--- src/rtl/store_merge_unit.sv ---
// rtl/store_merge_unit.sv - word/halfword/byte store unit with read-modify-write merge
//
// Ports:
//   clk, reset      clock; asynchronous active-high reset
//   start           request, sampled only while idle
//   addr, wdata     store byte address and source value (store data in low bits)
//   size            00 word, 01 byte, 10 halfword, 11 illegal
//   busy            high whenever the unit is not idle
//   done            one-cycle completion pulse
//   misaligned      one-cycle error pulse, coincident with done
//   mem_addr        word-aligned memory address, held from RD through WR
//   mem_rd, mem_wr  memory read / write strobes
//   mem_rdata       memory read data, valid MEM_LAT cycles after the read strobe
//   mem_wdata       merged write data
module store_merge_unit #(
  parameter int DATA_W  = 32,
  parameter int ADDR_W  = 32,
  parameter int MEM_LAT = 1
) (
  input  logic              clk,
  input  logic              reset,
  input  logic              start,
  input  logic [ADDR_W-1:0] addr,
  input  logic [DATA_W-1:0] wdata,
  input  logic [1:0]        size,
  output logic              busy,
  output logic              done,
  output logic              misaligned,
  output logic [ADDR_W-1:0] mem_addr,
  output logic              mem_rd,
  output logic              mem_wr,
  input  logic [DATA_W-1:0] mem_rdata,
  output logic [DATA_W-1:0] mem_wdata
);

  localparam int OFF_W = $clog2(DATA_W / 8);
  localparam int LANES = DATA_W / 8;

  typedef enum logic [2:0] {IDLE, RD, WAIT, WR, ERR} state_t;

  state_t            state;
  state_t            accept_next;
  logic [OFF_W-1:0]  off_in;
  logic [OFF_W-1:0]  off_q;
  logic [1:0]        size_q;
  logic [15:0]       src_q;
  logic [3:0]        wait_cnt;
  logic [DATA_W-1:0] merged;

  assign off_in = addr[OFF_W-1:0];

  // Where an accepted request goes next, decided from the live inputs in the
  // same cycle they are latched.
  always_comb begin
    accept_next = RD;
    case (size)
      2'b11:   accept_next = ERR;
      2'b10:   if (off_in[0]) accept_next = ERR;
      2'b00:   accept_next = (off_in == '0) ? WR : ERR;
      default: accept_next = RD;
    endcase
  end

  // Lane merge over the incoming memory word. Only byte and halfword requests
  // reach WAIT, and halfwords are always even-aligned, so off_q+1 never wraps.
  always_comb begin
    merged = mem_rdata;
    for (int k = 0; k < LANES; k++) begin
      if (off_q == OFF_W'(k))
        merged[8*k +: 8] = src_q[7:0];
      else if (size_q == 2'b10 && (off_q + OFF_W'(1)) == OFF_W'(k))
        merged[8*k +: 8] = src_q[15:8];
    end
  end

  always_ff @(posedge clk or posedge reset) begin
    if (reset) begin
      state      <= IDLE;
      busy       <= 1'b0;
      done       <= 1'b0;
      misaligned <= 1'b0;
      mem_rd     <= 1'b0;
      mem_wr     <= 1'b0;
      mem_addr   <= '0;
      mem_wdata  <= '0;
      wait_cnt   <= '0;
      off_q      <= '0;
      size_q     <= '0;
      src_q      <= '0;
    end else begin
      // Strobes and pulses are one cycle by default; each state re-arms its own.
      done       <= 1'b0;
      misaligned <= 1'b0;
      mem_rd     <= 1'b0;
      mem_wr     <= 1'b0;
      case (state)
        IDLE: begin
          if (start) begin
            off_q    <= off_in;
            size_q   <= size;
            src_q    <= wdata[15:0];
            mem_addr <= {addr[ADDR_W-1:OFF_W], {OFF_W{1'b0}}};
            busy     <= 1'b1;
            state    <= accept_next;
            case (accept_next)
              WR: begin
                mem_wdata <= wdata;
                mem_wr    <= 1'b1;
                done      <= 1'b1;
              end
              ERR: begin
                done       <= 1'b1;
                misaligned <= 1'b1;
              end
              default: mem_rd <= 1'b1;
            endcase
          end
        end
        RD: begin
          wait_cnt <= 4'(MEM_LAT - 1);
          state    <= WAIT;
        end
        WAIT: begin
          if (wait_cnt == '0) begin
            mem_wdata <= merged;
            mem_wr    <= 1'b1;
            done      <= 1'b1;
            state     <= WR;
          end else begin
            wait_cnt <= wait_cnt - 4'd1;
          end
        end
        WR, ERR: begin
          busy  <= 1'b0;
          state <= IDLE;
        end
        default: state <= IDLE;
      endcase
    end
  end

endmodule

--- config.mk ---
export PLATFORM = sky130hd
export DESIGN_NAME = store_merge_unit
export DESIGN_NICKNAME = d
export VERILOG_FILES = /design/src/rtl/store_merge_unit.sv
export SDC_FILE = /design/constraint.sdc
export NUM_CORES = 1
export LEC_CHECK = 0
export ABC_AREA = 0
export BUFFER_PORTS_ARGS = -buffer_cell sky130_fd_sc_hd__buf_2
export CAP_MARGIN = 20
export CORE_ASPECT_RATIO = 1.4
export CORE_MARGIN = 1.5
export CORE_UTILIZATION = 51
export CTS_CLUSTER_DIAMETER = 30
export DETAILED_ROUTE_END_ITERATION = 7
export PLACE_DENSITY = 0.78
export RECOVER_POWER = 100
export SLEW_MARGIN = 10
export SYNTH_ARGS = -nofsm -noshare
export SYNTH_HDL_FRONTEND = slang
export SYNTH_SLANG_ARGS = --single-unit
--- constraint.sdc ---
create_clock -name clk -period 3.1 [get_ports clk]
set_clock_uncertainty 0.15 [all_clocks]
set_input_delay 0.31 -clock clk [delete_from_list [all_inputs] [get_ports clk]]
set_output_delay 0.31 -clock clk [all_outputs]
set_load 0.005 [all_outputs]
==> out/qor.yml <==
status: "completed"
vias_per_cell: 5.50
path_class: "reg2reg"
async_reset_ff_share_pct: 100
grt_max_degree: 63
synth_seq_area_share_pct: 47.1
layout.nets: 832
post_cts_buffers: 0
gp_congestion: 0.876
worst_path_max_delay_cell: "nor3b_1"
setup_ws_ps: 442
design_area_um2: 6220
coreArea_um2: 9510
dieArea_um2: 10400
end_kind: "register"
start_kind: "register"
synth_area_leaders: "dfrtp_1 47%, nand2_1 12%, a31oi_1 4.0%"
cts.clk_slew.worst_paths_ps: 60
cts_tree: "yes"
ios: 170
maxSlewViolCount: 0
clockBufferDepth: 2
drt_wl_total_mm: 13.7
synth_area_leader_cell: "dfrtp_1"
period_needed_ps: 2660
drtIter0Drc: 317
ctsResizeCount: 0
fin_crit_sh_pct: 85.7
cpPeakStageDelay_ps: 780
cts_root_buffer: "clkbuf_16"
rsz0062_at_grt: "false"
portBuffers: 167
place_ws_ps: 604
crit_path_cell_trace: "inv_1 -> ha_1 -> nor3b_1 -> a21oi_4 -> clkinv_2 -> nor2_1 -> a31oi_1"
final.setup.tns_ps: 0
grt_pass1_wl_mm: 21.9
hp-class: "in2reg"
syn_area_per_cell_um2: 8.68
p_total_uw: 6280
worst_ep_arrival_time_ps: 2760
antenna_cells: 0
crit_fanout: 49
powerDensity_nw_per_um2: 1010
synth_top_area_share_pct: 47.1
clk_latency_ps: 340
synth_flop_cell: "dfrtp_1"
post-route-drc-count: 0
ys_ff_latch: 94
yosysWarnings: 0
fmax_ghz: 0.376
wl_per_cell_um: 15.8
rows: 42
antenna_found_initial: 0
max-slew-margin-rel_pct: 22.3
synth_most_common_cell: "nand2_1"
synth_edf_count: 0
p_leak_uw: 0.00306
setup_viol: 0
cts_inserted_buffers: 9
clkSinkCount: 94
drive_gt1_share_pct: 25.1
dp.final_hpwl_mm: 9.90
hold_viol: 0
synth_common_cells: "161 x nand2_1, 94 x dfrtp_1, 45 x nor2_1"
grt_pass1_vias: 4562
worst_hold_slack_ps: 10.6
die_x_um: 86.7
initial_utilization_pct: 52.5
required_ps: 3200
htreeDepth: 3
ant_nets: 0
area_delta_synth_final_pct: 24.5
netlist_area_um2: 5000
first_pass_iters: 7
ir_drop_mv: 0.515
via_count: 4763
grt.overflow.total: 0
dpl_cell_area_um2: 5860
tightest_slew_ps: 1170
synth.distinct_cells: 43
fp.dieH_um: 120
drv_cap: 0
syn_inst: 576
grt_usage_pct: 27.1
[cell families (layout without fill, tap and decap cells)]
| family | Yosys count | count (layout) | synth area share, % |
|---|---|---|---|
| other | 1 | 2 | 0.0750 |
| multiplexers | 24 | 24 | 5.01 |
| AND/OR/NAND/NOR | 250 | 250 | 22.0 |
| buffers and inverters | 69 | 226 | 6.26 |
| adder cells (fa/ha/maj) | 2 | 2 | 0.501 |
| AO/OA/AOI/OAI | 136 | 136 | 19.1 |
| flip-flops | 94 | 94 | 47.1 |
[routing by layer]
layer / global-route usage, % / share of wire [%] / vias to the layer above / wire [µm]
met5: 0 / 0 / - / 0
met4: 14.0 / 3.0 / 0 / 415
met3: 6.40 / 7.6 / 26 / 1040
met2: 44.9 / 50 / 242 / 6770
met1: 32.4 / 40 / 2208 / 5450
li1: - / - / 2287 / -
[power by group]
| part | internal, µW | leakage, µW | total [µW] | switching [µW] |
|---|---|---|---|---|
| combinational | 1180 | 0.00176 | 2790 | 1610 |
| clock | 735 | 0.000158 | 1200 | 463 |
| sequential | 1800 | 0.00114 | 2290 | 488 |
[critical path, delay by kind of cell (launching register included)]
kind                       cells  cell delay, ps
adders and majority gates      1             170
buffers and inverters          2             570
AOI/OAI and AO/OA              2             390
and+or+nand+nor                2             870
DFF                            1             420
[placed cells by master, fill, tap and decap left out, types with 10 or more instances in the layout]
cell type        n
buf_2          138
dfrtp_1         93
nand2b_1        12
mux2i_1         16
nand2_1        161
a31oi_1         32
clkbuf_1        34
a21oi_1         15
inv_1           21
nor2_1          45
a211oi_1        16
dlygate4sd3_1   10
o21ai_0         24
[flip-flops by register name, indices dropped and copies added (netlist names), 2 cells and up]
register,count
mem_wdata,32
off_q,2
wait_cnt,4
size_q,2
src_q,16
state,3
mem_addr,30
[per-stage QoR]
stage / instances / util, %
3_3_place_gp: 840 / 61.7
3_5_place_dp: 840 / 61.7
6_report: 866 / 65.4
2_1_floorplan: 577 / -
5_1_grt: 866 / 65.4
4_1_cts: 866 / 66.1
[cell type report]
class                           count  area [µm²]
Tap cell                          132         165
Fill cell                         840        3290
Inverter                           23        90.1
Multi-Input combinational cell    414        2330
Clock inverter                      4        77.6
Clock buffer                       12         246
Timing Repair Buffer              187         958
Sequential cell                    94        2350
[path summary, 6_finish.rpt]
kind                                          start  cells after the start                        end  slack [ps]
setup / recovery            wait_cnt[0]$_DFFE_PP0P_                      7  mem_wdata[12]$_DFFE_PP0P_         440
hold / removal                             addr[31]                      3   mem_addr[31]$_DFFE_PP0P_          10
setup reg to reg            wait_cnt[0]$_DFFE_PP0P_                      7  mem_wdata[12]$_DFFE_PP0P_         440
hold reg to reg            mem_addr[30]$_DFFE_PP0P_                      2   mem_addr[30]$_DFFE_PP0P_         320
max in group asynchronous                     reset                      4  mem_wdata[27]$_DFFE_PP0P_        1090
min in group asynchronous                     reset                      3   mem_addr[28]$_DFFE_PP0P_         470
[timing repair]
item	in CTS	in global routing
endpoints found under the hold margin	58	0
setup endpoints to repair	0	0
hold buffers	10	0
Note: power is estimated with default switching activity, not from simulation.
